$ cat src/rtl/usb_tx_fifo_if.sv
// Byte-stream handshake between the host-side pusher, the USB TX packet engine and the TX FIFO.
// The master drives the strobes and write data; the slave (the FIFO) drives the head byte and status flags.
interface usb_tx_fifo_if;
    logic       clear;
    logic       store_tx_data;
    logic [7:0] tx_data;
    logic       get_tx_packet_data;
    logic [7:0] tx_packet_data;
    logic [6:0] buffer_occupancy;
    logic       full;
    logic       empty;
    logic       overflow_err;
    logic       underflow_err;

    modport master (
        output clear, store_tx_data, tx_data, get_tx_packet_data,
        input  tx_packet_data, buffer_occupancy, full, empty, overflow_err, underflow_err
    );

    modport slave (
        input  clear, store_tx_data, tx_data, get_tx_packet_data,
        output tx_packet_data, buffer_occupancy, full, empty, overflow_err, underflow_err
    );
endinterface

$ cat src/rtl/usb_tx_fifo.sv
// First-word-fall-through byte FIFO feeding the USB TX packet engine.
// Occupancy is tracked in a separate count so that full and empty stay distinct when wptr == rptr.
module usb_tx_fifo #(
    parameter int DEPTH  = 64,
    parameter int ADDR_W = 6
) (
    input  logic           clk,
    input  logic           n_rst,
    usb_tx_fifo_if.slave   bus
);
    localparam logic [6:0] DEPTH_C = 7'(DEPTH);

    logic [7:0]        mem [DEPTH];
    logic [ADDR_W-1:0] wptr_q, wptr_d;
    logic [ADDR_W-1:0] rptr_q, rptr_d;
    logic [6:0]        count_q, count_d;
    logic              overflow_err_q, overflow_err_d;
    logic              underflow_err_q, underflow_err_d;

    logic full_w, empty_w, push_ok, pop_ok, mem_we;

    assign full_w  = (count_q == DEPTH_C);
    assign empty_w = (count_q == 7'd0);
    // A push into a full buffer is still accepted when the same cycle frees a slot.
    assign push_ok = bus.store_tx_data && (!full_w || bus.get_tx_packet_data);
    assign pop_ok  = bus.get_tx_packet_data && !empty_w;
    assign mem_we  = push_ok && !bus.clear;

    always_comb begin
        wptr_d          = wptr_q;
        rptr_d          = rptr_q;
        count_d         = count_q;
        overflow_err_d  = 1'b0;
        underflow_err_d = 1'b0;
        if (bus.clear) begin
            wptr_d  = '0;
            rptr_d  = '0;
            count_d = 7'd0;
        end else begin
            if (push_ok) begin
                wptr_d = wptr_q + 1'b1;
            end
            if (pop_ok) begin
                rptr_d = rptr_q + 1'b1;
            end
            if (push_ok && !pop_ok) begin
                count_d = count_q + 7'd1;
            end else if (pop_ok && !push_ok) begin
                count_d = count_q - 7'd1;
            end
            overflow_err_d  = bus.store_tx_data && full_w && !bus.get_tx_packet_data;
            underflow_err_d = bus.get_tx_packet_data && empty_w;
        end
    end

    always_ff @(posedge clk or negedge n_rst) begin
        if (!n_rst) begin
            wptr_q          <= '0;
            rptr_q          <= '0;
            count_q         <= 7'd0;
            overflow_err_q  <= 1'b0;
            underflow_err_q <= 1'b0;
        end else begin
            wptr_q          <= wptr_d;
            rptr_q          <= rptr_d;
            count_q         <= count_d;
            overflow_err_q  <= overflow_err_d;
            underflow_err_q <= underflow_err_d;
        end
    end

    // Storage is not reset; its contents are never visible while the buffer is empty.
    always_ff @(posedge clk) begin
        if (mem_we) begin
            mem[wptr_q] <= bus.tx_data;
        end
    end

    assign bus.tx_packet_data   = empty_w ? 8'h00 : mem[rptr_q];
    assign bus.buffer_occupancy = count_q;
    assign bus.full             = full_w;
    assign bus.empty            = empty_w;
    assign bus.overflow_err     = overflow_err_q;
    assign bus.underflow_err    = underflow_err_q;
endmodule

$ cat src/flat_wrapper.sv
// flat-port wrapper written by rule: the top's interface ports become plain ports
module usb_tx_fifo_flat 
#(
    parameter int DEPTH  = 64,
    parameter int ADDR_W = 6
)
  (clk, n_rst, bus_clear, bus_store_tx_data, bus_tx_data, bus_get_tx_packet_data, bus_tx_packet_data, bus_buffer_occupancy, bus_full, bus_empty, bus_overflow_err, bus_underflow_err);
  usb_tx_fifo_if bus_i ();
  input  logic clk;
  input  logic n_rst;
  input wire logic [$bits(bus_i.clear)-1:0] bus_clear;
  input wire logic [$bits(bus_i.store_tx_data)-1:0] bus_store_tx_data;
  input wire logic [$bits(bus_i.tx_data)-1:0] bus_tx_data;
  input wire logic [$bits(bus_i.get_tx_packet_data)-1:0] bus_get_tx_packet_data;
  output wire logic [$bits(bus_i.tx_packet_data)-1:0] bus_tx_packet_data;
  output wire logic [$bits(bus_i.buffer_occupancy)-1:0] bus_buffer_occupancy;
  output wire logic [$bits(bus_i.full)-1:0] bus_full;
  output wire logic [$bits(bus_i.empty)-1:0] bus_empty;
  output wire logic [$bits(bus_i.overflow_err)-1:0] bus_overflow_err;
  output wire logic [$bits(bus_i.underflow_err)-1:0] bus_underflow_err;
  assign bus_i.clear = bus_clear;
  assign bus_i.store_tx_data = bus_store_tx_data;
  assign bus_i.tx_data = bus_tx_data;
  assign bus_i.get_tx_packet_data = bus_get_tx_packet_data;
  assign bus_tx_packet_data = bus_i.tx_packet_data;
  assign bus_buffer_occupancy = bus_i.buffer_occupancy;
  assign bus_full = bus_i.full;
  assign bus_empty = bus_i.empty;
  assign bus_overflow_err = bus_i.overflow_err;
  assign bus_underflow_err = bus_i.underflow_err;
  usb_tx_fifo #(.DEPTH(DEPTH), .ADDR_W(ADDR_W)) u_core (.clk(clk), .n_rst(n_rst), .bus(bus_i));
endmodule
$ cat config.mk
export PLATFORM = sky130hd
export DESIGN_NAME = usb_tx_fifo_flat
export DESIGN_NICKNAME = d
export VERILOG_FILES = /design/src/rtl/usb_tx_fifo_if.sv /design/src/rtl/usb_tx_fifo.sv /design/src/flat_wrapper.sv
export SDC_FILE = /design/constraint.sdc
export NUM_CORES = 1
export LEC_CHECK = 0
export BUFFER_PORTS_ARGS = -buffer_cell sky130_fd_sc_hd__buf_2
export CAP_MARGIN = 20
export CORE_ASPECT_RATIO = 0.6
export CORE_MARGIN = 5
export CORE_UTILIZATION = 53
export DETAILED_ROUTE_END_ITERATION = 10
export GPL_TIMING_DRIVEN = 1
export PLACE_DENSITY = 0.77
export SLEW_MARGIN = 20
export SYNTH_ARGS = -nofsm -noshare
export SYNTH_HDL_FRONTEND = slang
export SYNTH_SLANG_ARGS = --single-unit
$ cat constraint.sdc
create_clock -name clk -period 2.5 [get_ports clk]
set_input_delay 0.125 -clock clk [delete_from_list [all_inputs] [get_ports clk]]
set_output_delay 0.125 -clock clk [all_outputs]
set_load 0.01 [all_outputs]
Word-level counts from Yosys, hierarchy flattened
Memories as Yosys holds them, arrays and structs flattened.
Index checks and enable logic that the tools add are counted.
Cells by class
  multiplexer cells: 12
  divide/modulo/power cells: 0
  add/sub/neg operators: 4
  eq/ne operators: 1
  reductions and logical operators: 19
  bitwise gates (word level): 0
  multipliers: 0
  shift operators: 0
  magnitude comparators: 0
Operators by type and width (number)
  6-bit 2-to-1 mux: 4
  7-bit 2-to-1 mux: 3
  6-bit by 1-bit adder with 6-bit output, second input constant: 2
  1-bit logical AND: 8
  8-bit 2-to-1 mux: 1
  7-bit by 1-bit adder with 7-bit output, second input constant: 1
  7-bit equality test, second input constant: 1
  7-bit zero test: 1
  7-bit by 1-bit subtractor with 7-bit output, second input constant: 1
  1-bit zero test: 6
  1-bit 2-to-1 mux: 4
  2-bit nonzero test: 2
  3-bit nonzero test: 1
  1-bit logical OR: 1
Storage, ports and cells
  memories kept: 1
  latch bits: 0
  output and inout bits: 19
  ROM bits: 0
  bits in writable memories: 512
  input bits: 13
  flip-flop bits (word level): 21
Memories
  u_core.mem: depth 64, width 8, rd ports 1, clocked after Yosys merged registers in 0, write ports 1, line usb_tx_fifo.sv:13  | logic [7:0] mem [DEPTH];

Logic depth before layout (Yosys ltp)
Gate-level depths: netlist of the first run.
  word-level depth: 9
  mapped depth: 11
  gate-level depth less buffers: 10

Least setup slack after synthesis of the first run
No wires, ideal clock.
  path type: register to register
  from: register u_core.count_q[1] (netlist: u_core.bus.buffer_occupancy[1])
  to: register u_core.count_q[5] (netlist: u_core.bus.buffer_occupancy[5])
  buffers on the path: 0
  stages on the path, launching flop included: 10
  arrival: 2.608 ns
  library setup time: 0.120 ns
  slack: -0.229 ns
  cells stage by stage: dfrtp_1 -> nor4_4 -> a31o_2 -> nand2_1 -> ha_1 -> a21oi_1 -> a21boi_0 -> o21a_1 -> or3_1 -> a41o_1
On the way
  word-level cells in the longest chain between the ends: 7
Ends and longest elaborated chain
  start, declared: line usb_tx_fifo.sv:16  | logic [6:0] count_q, count_d;
  start signal, assigned: line usb_tx_fifo.sv:66  | count_q <= count_d;
  branches (longest 7 deep; another with 7-bit by 1-bit subtractor with 7-bit output)
Several ways; the timed one is not identified. The select of a mux whose other input is x is not followed.
A chain may end at the register's enable or synchronous reset.

Worst setup path in the final report of the first run
  from: register u_core.rptr_q[0]
  to: output bus_tx_packet_data[5]
On the way
  word-level cells in the longest chain between the ends: 2
Ends and longest elaborated chain
  start, declared: line usb_tx_fifo.sv:15  | logic [ADDR_W-1:0] rptr_q, rptr_d;
  start signal, assigned: line usb_tx_fifo.sv:65  | rptr_q <= rptr_d;
  memory read 64 x 8 bit
  8-bit 2-to-1 mux: line usb_tx_fifo.sv:79  | assign bus.tx_packet_data = empty_w ? 8'h00 : mem[rptr_q];
  end, declared: line flat_wrapper.sv:15  | output wire logic [$bits(bus_i.tx_packet_data)-1:0] bus_tx_packet_data;
No other way between the ends.

==> flow_summary.toml, run 1 <==
[synth]
synth-main-ff-cell = "edfxtp_1"
synth-warning-count = 0
synth.distinct_cells = 47
async_flop_share = 0.0394
synthCells = 1091
ys_seq_area_frac = 0.755
synth_edf_count = 512
ys_ff_latch = 533
synth_nets = 1113
syn_avg_cell_area_um2 = 19.3
netlist_area_mm2 = 0.0211

[sta]
timing.hold.ws_ns = 0.0325
fin_ws_ns = -0.432
finalMaxSlewViolations = 0
min_period_ns = 2.93
post-route-period-util = 1.17
finalSetupViolations = 8
slew-limit-headroom = 0.471
fin_worst_skew_ns = 0.0245
max_freq_mhz = 341
rsz0062_at_grt = "yes"
hold_violations = 0
tightest_slew_ns = 0.793

[cells_and_area]
nFillCells = 2482
layout.nets = 1318
most-common-layout-cells = "edfxtp_1, buf_4, mux4_2"
area_growth_syn_to_layout_pct = 20.7
layout.cells.non_filler = 1846
drive_above_1_share = 0.354
final_common_cell = "edfxtp_1"
n_antenna_cell = 0

[clock_network]
clockBufferDepth = 3
cts_tree = "built"
clock-sinks = 533
worstSkewPairLatency_ns = 0.57
clkTransAtPathRegs_ns = 0.06
numCtsBuffers = 45
htree_levels = 2
cts_root_buffer = "clkbuf_16"

[setup_path]
crit_buf_inv = 5
reg2reg_to = "u_core.bus.buffer_occupancy[6]"
required_ns = 2.38
critPathArrivalTime_ns = 2.81
critPathCapture = "bus_tx_packet_data[5]"
slowest_delay_ns = 0.53
rrSetupSlack_ns = 0.03
cp_cell_sequence = "buf_12 -> buf_12 -> buf_12 -> buf_16 -> mux4_2 -> a22oi_2 -> nand2_2 -> a22o_1 -> buf_2"
worst-setup-path-type = "register to output pin"
crit_path_max_fanout = 6
cp-end-kind = "output pin"
crit_path_start_kind = "register"
reg2reg_from = "u_core.bus.buffer_occupancy[3]"
cp_slowest_cell = "dfrtp_4"
cpMostUsedCell = "buf_12"
crit_start = "u_core.rptr_q[0]"
r2r_cells = 10
path_delay_family = "buffers and inverters"
cp.depth = 9

[die]
num_rows = 56
die_x_um = 267
dieArea_mm2 = 0.0440
core_area_mm2 = 0.0392
floorplan.initialDensity = 0.538
die_h_um = 164
io_pins = 32

[pwr]
power.total_mw = 22.9
powerDensity_mw_per_mm2 = 902
ir_drop_v = 0.000634
p_seq_frac = 0.435
p_int_mw = 16.8
combPwrFrac = 0.268
p_leak_nw = 8.34
power_frac_clock = 0.296
netSwitchingPower_mw = 6.16
switching_share = 0.269

[global_routing]
grt_remaining_overflow = 0
grt_max_degree = 46
grt_pass1_vias = 11562
grt_pass1_wl_um = 75900
grt.total_usage = 0.237
antenna_found_initial = 0

[route]
first_iter_violations = 1577
wl_met3_um = 6660
first_pass_iters = 7
wl_met1_um = 21300
totalWireLength_um = 52300
wl_per_cell_um = 28.3
antenna_left = 0
viasPerCell = 6.31
drc = 0
wl_met2_um = 22900
num_vias = 11653
top_layer_used = "met4"

[run_status]
violations = "setup timing"
status = "finished, violations left"

[placed_design]
dp_hpwl_um = 32100
place_inst = 1744
gp_congestion = 0.879
numPortBuffers = 31

[flow_run]
drv_cap = 0

[worst_hold_path]
worstHoldPathType = "input pin to register"
synthesized netlist by cell type (2+ instances only):
library cell / count / area [um2]
o21a_1: 3 / 22.5
xnor2_1: 6 / 52.6
dfrtp_1: 21 / 526
inv_1: 11 / 41.3
nor2b_1: 5 / 31.3
or3_1: 2 / 12.5
nand4_1: 4 / 25.0
a22o_1: 9 / 78.8
o221ai_1: 15 / 131
nand2_1: 35 / 131
buf_4: 5 / 37.5
mux2i_1: 66 / 661
o22ai_1: 16 / 100
nor2_1: 90 / 338
nand3b_1: 4 / 30.0
buf_6: 8 / 90.1
a22oi_1: 32 / 240
buf_2: 13 / 65.1
xor2_1: 7 / 61.3
a211oi_1: 17 / 128
nor3_1: 5 / 25.0
ha_1: 8 / 100
o21ai_0: 2 / 10.0
nand3_1: 9 / 45.0
a21oi_1: 35 / 175
mux4_2: 97 / 2180
edfxtp_1: 512 / 15400
buf_1: 2 / 7.51
clkbuf_1: 33 / 124
o211a_1: 2 / 20.0
final cells by class:
class / count / area [um2] / area share
Tap cell: 522 / 653 / 0.0257
Inverter: 11 / 41.3 / 0.00162
Clock buffer: 58 / 1220 / 0.0479
Multi-Input combinational cell: 486 / 5300 / 0.208
Sequential cell: 533 / 15900 / 0.626
Clock inverter: 17 / 158 / 0.00620
Timing Repair Buffer: 219 / 2140 / 0.0844
worst min-delay path by stage:
stage / startpoint / end / slack [ns] / cells past startpoint
2_1_floorplan: n_rst / u_core.bus.buffer_occupancy[0] / -0.17 / 0
3_3_place_gp: n_rst / u_core.bus.buffer_occupancy[4] / 0.12 / 1
3_5_place_dp: n_rst / u_core.bus.buffer_occupancy[5] / 0.12 / 1
4_1_cts: bus_clear / u_core.bus.buffer_occupancy[1] / 0.004 / 3
5_1_grt: bus_clear / u_core.bus.buffer_occupancy[1] / 0.05 / 3
6_report: bus_clear / u_core.bus.buffer_occupancy[1] / 0.03 / 3
cells by family after synthesis:
group / count (synthesis) / share of synthesized area
DFF: 533 / 0.755
muxes: 163 / 0.135
and+or+nand+nor: 162 / 0.0340
AOI/OAI and AO/OA: 139 / 0.0475
buffers and inverters: 72 / 0.0173
xor gates and xnor gates: 13 / 0.00541
adders and majority gates: 9 / 0.00570
power groups by stage:
| stage | clock network, mW | registers [mW] | logic, mW |
|---|---|---|---|
| after floorplan | 0 | 10.2 | 3.21 |
| after global placement | 0 | 10.2 | 4.81 |
| after detailed placement | 0 | 10.2 | 4.89 |
| after CTS | 6.84 | 9.98 | 5.86 |
| after global routing | 7.28 | 9.99 | 6.49 |
| final | 6.79 | 9.98 | 6.15 |
flip-flops by register name (all words and copies together), names as in the netlist:
register / count
u_core.rptr_q: 6
u_core.wptr_q: 6
u_core.bus.overflow_err: 1
u_core.bus.buffer_occupancy: 7
u_core.mem: 512
u_core.bus.underflow_err: 1
timing repair:
action / in CTS / in global routing
gates cloned: 6 / 1
setup buffers: 11 / 4
resized for setup: 65 / 43
endpoints found under the hold margin: 47 / 0
hold buffers: 6 / 0
endpoints found under the setup margin: 10 / 10
pin swaps: 20 / 17
tightest hold or removal path, delay by kind of cell:
kind / cells / cell delay [ns]
buf+inv: 2 / 0.35
compound gates: 1 / 0.06
through the flow:
step / setup TNS (ns) / instance area (um2) / utilization / setup slack, ns
floorplan: -0.0814 / 21100 / - / -0.0550
global placement: 0 / 23100 / 0.590 / 0.0109
detailed placement: -0.0471 / 23100 / 0.590 / -0.0455
CTS: -3.28 / 25200 / 0.642 / -0.447
global route: -3.72 / 25400 / 0.649 / -0.510
finish: -3.02 / 25400 / 0.649 / -0.432
routing by layer:
layer	vias up	GRT usage
met3	115	0.0730
met5	-	0
met4	0	0.0626
met2	738	0.341
li1	4855	-
met1	5945	0.360
Note: power is estimated with default switching activity, not from simulation.
==> inputs of run 2 (changes only) <==
--- a/config.mk
+++ b/config.mk
@@ -9,10 +9,10 @@
 export CAP_MARGIN = 20
 export CORE_ASPECT_RATIO = 0.6
 export CORE_MARGIN = 5
-export CORE_UTILIZATION = 53
+export CORE_UTILIZATION = 50
 export DETAILED_ROUTE_END_ITERATION = 10
 export GPL_TIMING_DRIVEN = 1
-export PLACE_DENSITY = 0.77
+export PLACE_DENSITY = 0.68
 export SLEW_MARGIN = 20
 export SYNTH_ARGS = -nofsm -noshare
 export SYNTH_HDL_FRONTEND = slang
==> flow_summary.toml, run 2 (synthesized netlist as in run 1, its figures left out) <==
[sta]
max_freq_mhz = 334
min_period_ns = 3.00
finalSetupViolations = 8
fin_worst_skew_ns = 0.0180
hold_violations = 0
slew-limit-headroom = 0.369
finalMaxSlewViolations = 0
fin_ws_ns = -0.496
timing.hold.ws_ns = 0.0540
rsz0062_at_grt = "yes"
tightest_slew_ns = 0.946
setup-tns-final_ns = -3.57
post-route-period-util = 1.20

[cells_and_area]
final_cell_area_mm2 = 0.0252
drive_above_1_share = 0.332
area_growth_syn_to_layout_pct = 19.7
final_common_cell = "edfxtp_1"
layout.cells.non_filler = 1878
most-common-layout-cells = "edfxtp_1, buf_4, mux4_2"
largest_reg_flops = 512
layout.nets = 1294
regMostFlops = "u_core.mem"

[global_routing]
grt_pass1_wl_um = 75800
antenna_found_initial = 0
grt_remaining_overflow = 0
grt_pass1_vias = 11176
grt_max_degree = 65
grt.total_usage = 0.223

[die]
io_pins = 32
die_h_um = 169
core_area_mm2 = 0.0417
floorplan.initialDensity = 0.505
num_rows = 58
die_x_um = 275
dieArea_mm2 = 0.0465

[pwr]
switching_share = 0.265
p_leak_nw = 8.22
p_int_mw = 17.2
power_frac_clock = 0.317
combPwrFrac = 0.256
p_seq_frac = 0.427
netSwitchingPower_mw = 6.19
powerDensity_mw_per_mm2 = 926
ir_drop_v = 0.000554

[placed_design]
numPortBuffers = 31
gp_congestion = 0.870
place_inst = 1768
post_dp_cell_area_mm2 = 0.0229
dp_hpwl_um = 31300

[setup_path]
worst-setup-path-type = "register to output pin"
cp-end-kind = "output pin"
cp_slowest_cell = "dfrtp_4"
cpMostUsedCell = "buf_12"
cp_cell_sequence = "buf_12 -> buf_12 -> buf_12 -> buf_4 -> mux4_2 -> a22oi_2 -> nand2_1 -> a22o_1 -> buf_2"
slowest_delay_ns = 0.50
required_ns = 2.38
critPathArrivalTime_ns = 2.87
crit_path_start_kind = "register"
crit_path_max_fanout = 6

[worst_hold_path]
worstHoldPathType = "input pin to register"

[run_status]
status = "finished, violations left"
violations = "setup timing"

[clock_network]
clkTransAtPathRegs_ns = 0.07
cts_tree = "built"
numCtsBuffers = 47
cts_root_buffer = "clkbuf_16"
clockBufferDepth = 3
htree_levels = 2
clock-sinks = 533
worstSkewPairLatency_ns = 0.57

[flow_run]
drv_cap = 0

[route]
totalWireLength_um = 51300
viasPerCell = 6.03
wl_met2_um = 22000
top_layer_used = "met4"
wl_met3_um = 5570
drc = 0
first_iter_violations = 1233
antenna_left = 0
wl_per_cell_um = 27.3
num_vias = 11315
wl_met1_um = 22800
first_pass_iters = 6
[run 2: cell count changes in the layout (fill, tap and decap cells not counted), sizes merged, moves of 2 or more]
cell	change
buf	-22
bufinv	+4
dlygate4sd3	-2
clkinv	+8
clkbuf	-3
[run 2: repair_timing]
action / in CTS / in global routing
hold endpoints to repair: 26 / 0
pin swaps: 28 / 11
setup buffers: 8 / 8
hold buffers: 4 / 0
endpoints found under the setup margin: 11 / 58
resized for setup: 71 / 23
gates cloned: 6 / 0
[run 2: routing by layer]
metal	track usage	vias up
li1	-	4796
met1	0.354	5885
met2	0.309	575
met3	0.0666	59
met4	0.0478	0
met5	0	-
[run 2: power groups by stage]
stage | Combinational [mW] | Clock [mW] | Sequential (mW)
after CTS | 5.79 | 7.51 | 9.97
after global routing | 6.33 | 7.92 | 9.98
after floorplan | 3.21 | 0 | 10.2
after global placement | 4.89 | 0 | 10.2
after detailed placement | 4.94 | 0 | 10.2
final | 5.98 | 7.39 | 9.97
[run 2: path summary, 6_finish.rpt]
kind / to / cells past startpoint / from / slack (ns)
min in group asynchronous: u_core.bus.overflow_err / 2 / n_rst / 0.06
max: bus_tx_packet_data[4] / 9 / u_core.rptr_q[0] / -0.50
min reg2reg: u_core.rptr_q[5] / 2 / u_core.rptr_q[5] / 0.57
min: u_core.rptr_q[3] / 3 / bus_clear / 0.05
max in group asynchronous: u_core.rptr_q[0] / 2 / n_rst / 2.03
max reg2reg: u_core.bus.buffer_occupancy[6] / 10 / u_core.bus.buffer_occupancy[3] / 0.02
[run 2: stage by stage]
step / total power [mW] / utilization / setup WS [ns]
floorplan: 13.4 / - / -0.0550
global placement: 15.1 / 0.549 / -0.00501
detailed placement: 15.1 / 0.549 / -0.0427
CTS: 23.3 / 0.601 / -0.437
global route: 24.2 / 0.604 / -0.561
finish: 23.3 / 0.604 / -0.496
[run 2: area by class of cell]
type,count,area (um2)
well taps,570,713
clock inverters,28,300
clock buffers,56,1250
repair buffers,193,1830
inverters,11,41.3
diodes,1,2.50
fillers,2920,16500
multi-input cells,486,5170
flip-flops and latches,533,15900
[run 2: critical path: cells and delay by family (launching register included)]
| family | cells | cell delay, ns |
|---|---|---|
| multiplexers | 1 | 0.45 |
| buffers and inverters | 5 | 0.71 |
| AO/OA/AOI/OAI | 2 | 0.53 |
| flip-flops | 1 | 0.50 |
| AND/OR/NAND/NOR | 1 | 0.10 |
==> inputs of run 3 (changes only) <==
--- a/config.mk
+++ b/config.mk
@@ -12,7 +12,7 @@
 export CORE_UTILIZATION = 50
 export DETAILED_ROUTE_END_ITERATION = 10
 export GPL_TIMING_DRIVEN = 1
-export PLACE_DENSITY = 0.68
+export PLACE_DENSITY_LB_ADDON = 0.3
 export SLEW_MARGIN = 20
 export SYNTH_ARGS = -nofsm -noshare
 export SYNTH_HDL_FRONTEND = slang
==> flow_summary.toml, run 3 (synthesized netlist as in run 1, its figures left out) <==
[setup_path]
cp_cell_sequence = "buf_12 -> buf_16 -> buf_4 -> buf_4 -> mux4_2 -> nand2_1 -> nand4_1 -> a22o_1 -> buf_2"
crit_path_start_kind = "register"
worst-setup-path-type = "register to output pin"
cp-end-kind = "output pin"
crit_path_max_fanout = 6
cpMostUsedCell = "buf_4"
required_ns = 2.38
cp_slowest_cell = "dfrtp_4"
slowest_delay_ns = 0.50
critPathArrivalTime_ns = 2.82

[placed_design]
dp_hpwl_um = 32300
gp_congestion = 0.854
numPortBuffers = 31
post_dp_cell_area_mm2 = 0.0228
place_inst = 1743
pre_cts_ws_ns = -0.0216

[global_routing]
grt.total_usage = 0.229
grt_pass1_vias = 11422
antenna_found_initial = 0
grt_pass1_wl_um = 77400
grt_remaining_overflow = 0
grt_max_degree = 65

[sta]
tightest_slew_ns = 0.919
rsz0062_at_grt = "yes"
post-route-period-util = 1.18
max_freq_mhz = 339
hold_violations = 0
finalMaxSlewViolations = 0
fin_ws_ns = -0.449
timing.hold.ws_ns = 0.0221
finalSetupViolations = 8
min_period_ns = 2.95
fin_worst_skew_ns = 0.0162
slew-limit-headroom = 0.387
setup-tns-final_ns = -3.25

[clock_network]
clkTransAtPathRegs_ns = 0.06
clockBufferDepth = 3
cts_root_buffer = "clkbuf_16"
cts_tree = "built"
htree_levels = 2
worstSkewPairLatency_ns = 0.58
clock-sinks = 533
numCtsBuffers = 46

[route]
num_vias = 11402
viasPerCell = 6.14
first_pass_iters = 5
totalWireLength_um = 52600
first_iter_violations = 1524
drc = 0
wl_per_cell_um = 28.3
antenna_left = 0

[cells_and_area]
layout.cells.non_filler = 1857
n_antenna_cell = 0
final_cell_area_mm2 = 0.0254
layout.nets = 1275
regMostFlops = "u_core.mem"
most-common-layout-cells = "edfxtp_1, mux4_2, buf_4"
final_common_cell = "edfxtp_1"
largest_reg_flops = 512
area_growth_syn_to_layout_pct = 20.6
drive_above_1_share = 0.360

[run_status]
status = "finished, violations left"
violations = "setup timing"

[pwr]
p_leak_nw = 8.20
powerDensity_mw_per_mm2 = 933
ir_drop_v = 0.000725

[die]
io_pins = 32
die_h_um = 169
floorplan.initialDensity = 0.505
dieArea_mm2 = 0.0465
num_rows = 58
die_x_um = 275
core_area_mm2 = 0.0417

[worst_hold_path]
worstHoldPathType = "input pin to register"

[flow_run]
drv_cap = 0
==> run 3: cell count changes in the layout (fill, tap and decap cells not counted), sizes merged, moves of 3 or more <==
cell	before	now
bufbuf	0	3
clkinv	20	13
clkbuf	56	61
buf	189	166
==> run 3: metrics by stage <==
step                power (mW)   util
global route              24.6  0.609
detailed placement        15.2  0.547
floorplan                 13.4      -
finish                    23.7  0.609
CTS                       23.5  0.601
global placement          15.2  0.547
==> run 3: timing repair <==
item                       4_1_cts  5_1_grt
gates cloned                     7        2
hold buffers                     4        0
resized for setup               71       69
pin swaps                       30       21
hold endpoints to repair        25        0
setup endpoints to repair       10      209
buffers inserted                10       11
==> run 3: layer usage <==
layer  GRT usage  part of all wire  vias up
met5           0                 0        -
met4      0.0408             0.015        0
met3      0.0710              0.10       69
met2       0.330              0.44      551
met1       0.351              0.44     6003
li1            -                 -     4779
==> run 3: final timing paths <==
path                                           startpoint                              to  slack (ns)  depth (start not counted)
max                                      u_core.rptr_q[0]           bus_tx_packet_data[6]       -0.45                          9
max in group asynchronous                           n_rst                u_core.rptr_q[0]        2.04                          2
max reg2reg                u_core.bus.buffer_occupancy[1]  u_core.bus.buffer_occupancy[6]        0.02                         10
min in group asynchronous                           n_rst  u_core.bus.buffer_occupancy[6]        0.06                          2
min reg2reg                              u_core.rptr_q[5]                u_core.rptr_q[5]        0.59                          2
min                                        bus_tx_data[7]               u_core.mem[43][7]        0.02                          1
==> run 3: final cells by class <==
class                           instances  area (um2)
Sequential cell                       533       15900
Inverter                               11        41.3
Multi-Input combinational cell        486        5330
Fill cell                            2942       16300
Timing Repair Buffer                  175        1880
Tap cell                              570         713
Clock inverter                         23         314
Clock buffer                           59        1220
==> run 3: power by group <==
group          switching, mW  internal (mW)
Sequential             0.102           9.88
Combinational           3.02           3.27
Clock                   3.16           4.28
Total                   6.28           17.4
==> run 3: critical path: cells and delay by family (launching register included) <==
family,cells,cell delay [ns]
buf+inv,5,0.73
flops,1,0.50
mux,1,0.44
simple gates,2,0.31
compound gates,1,0.26
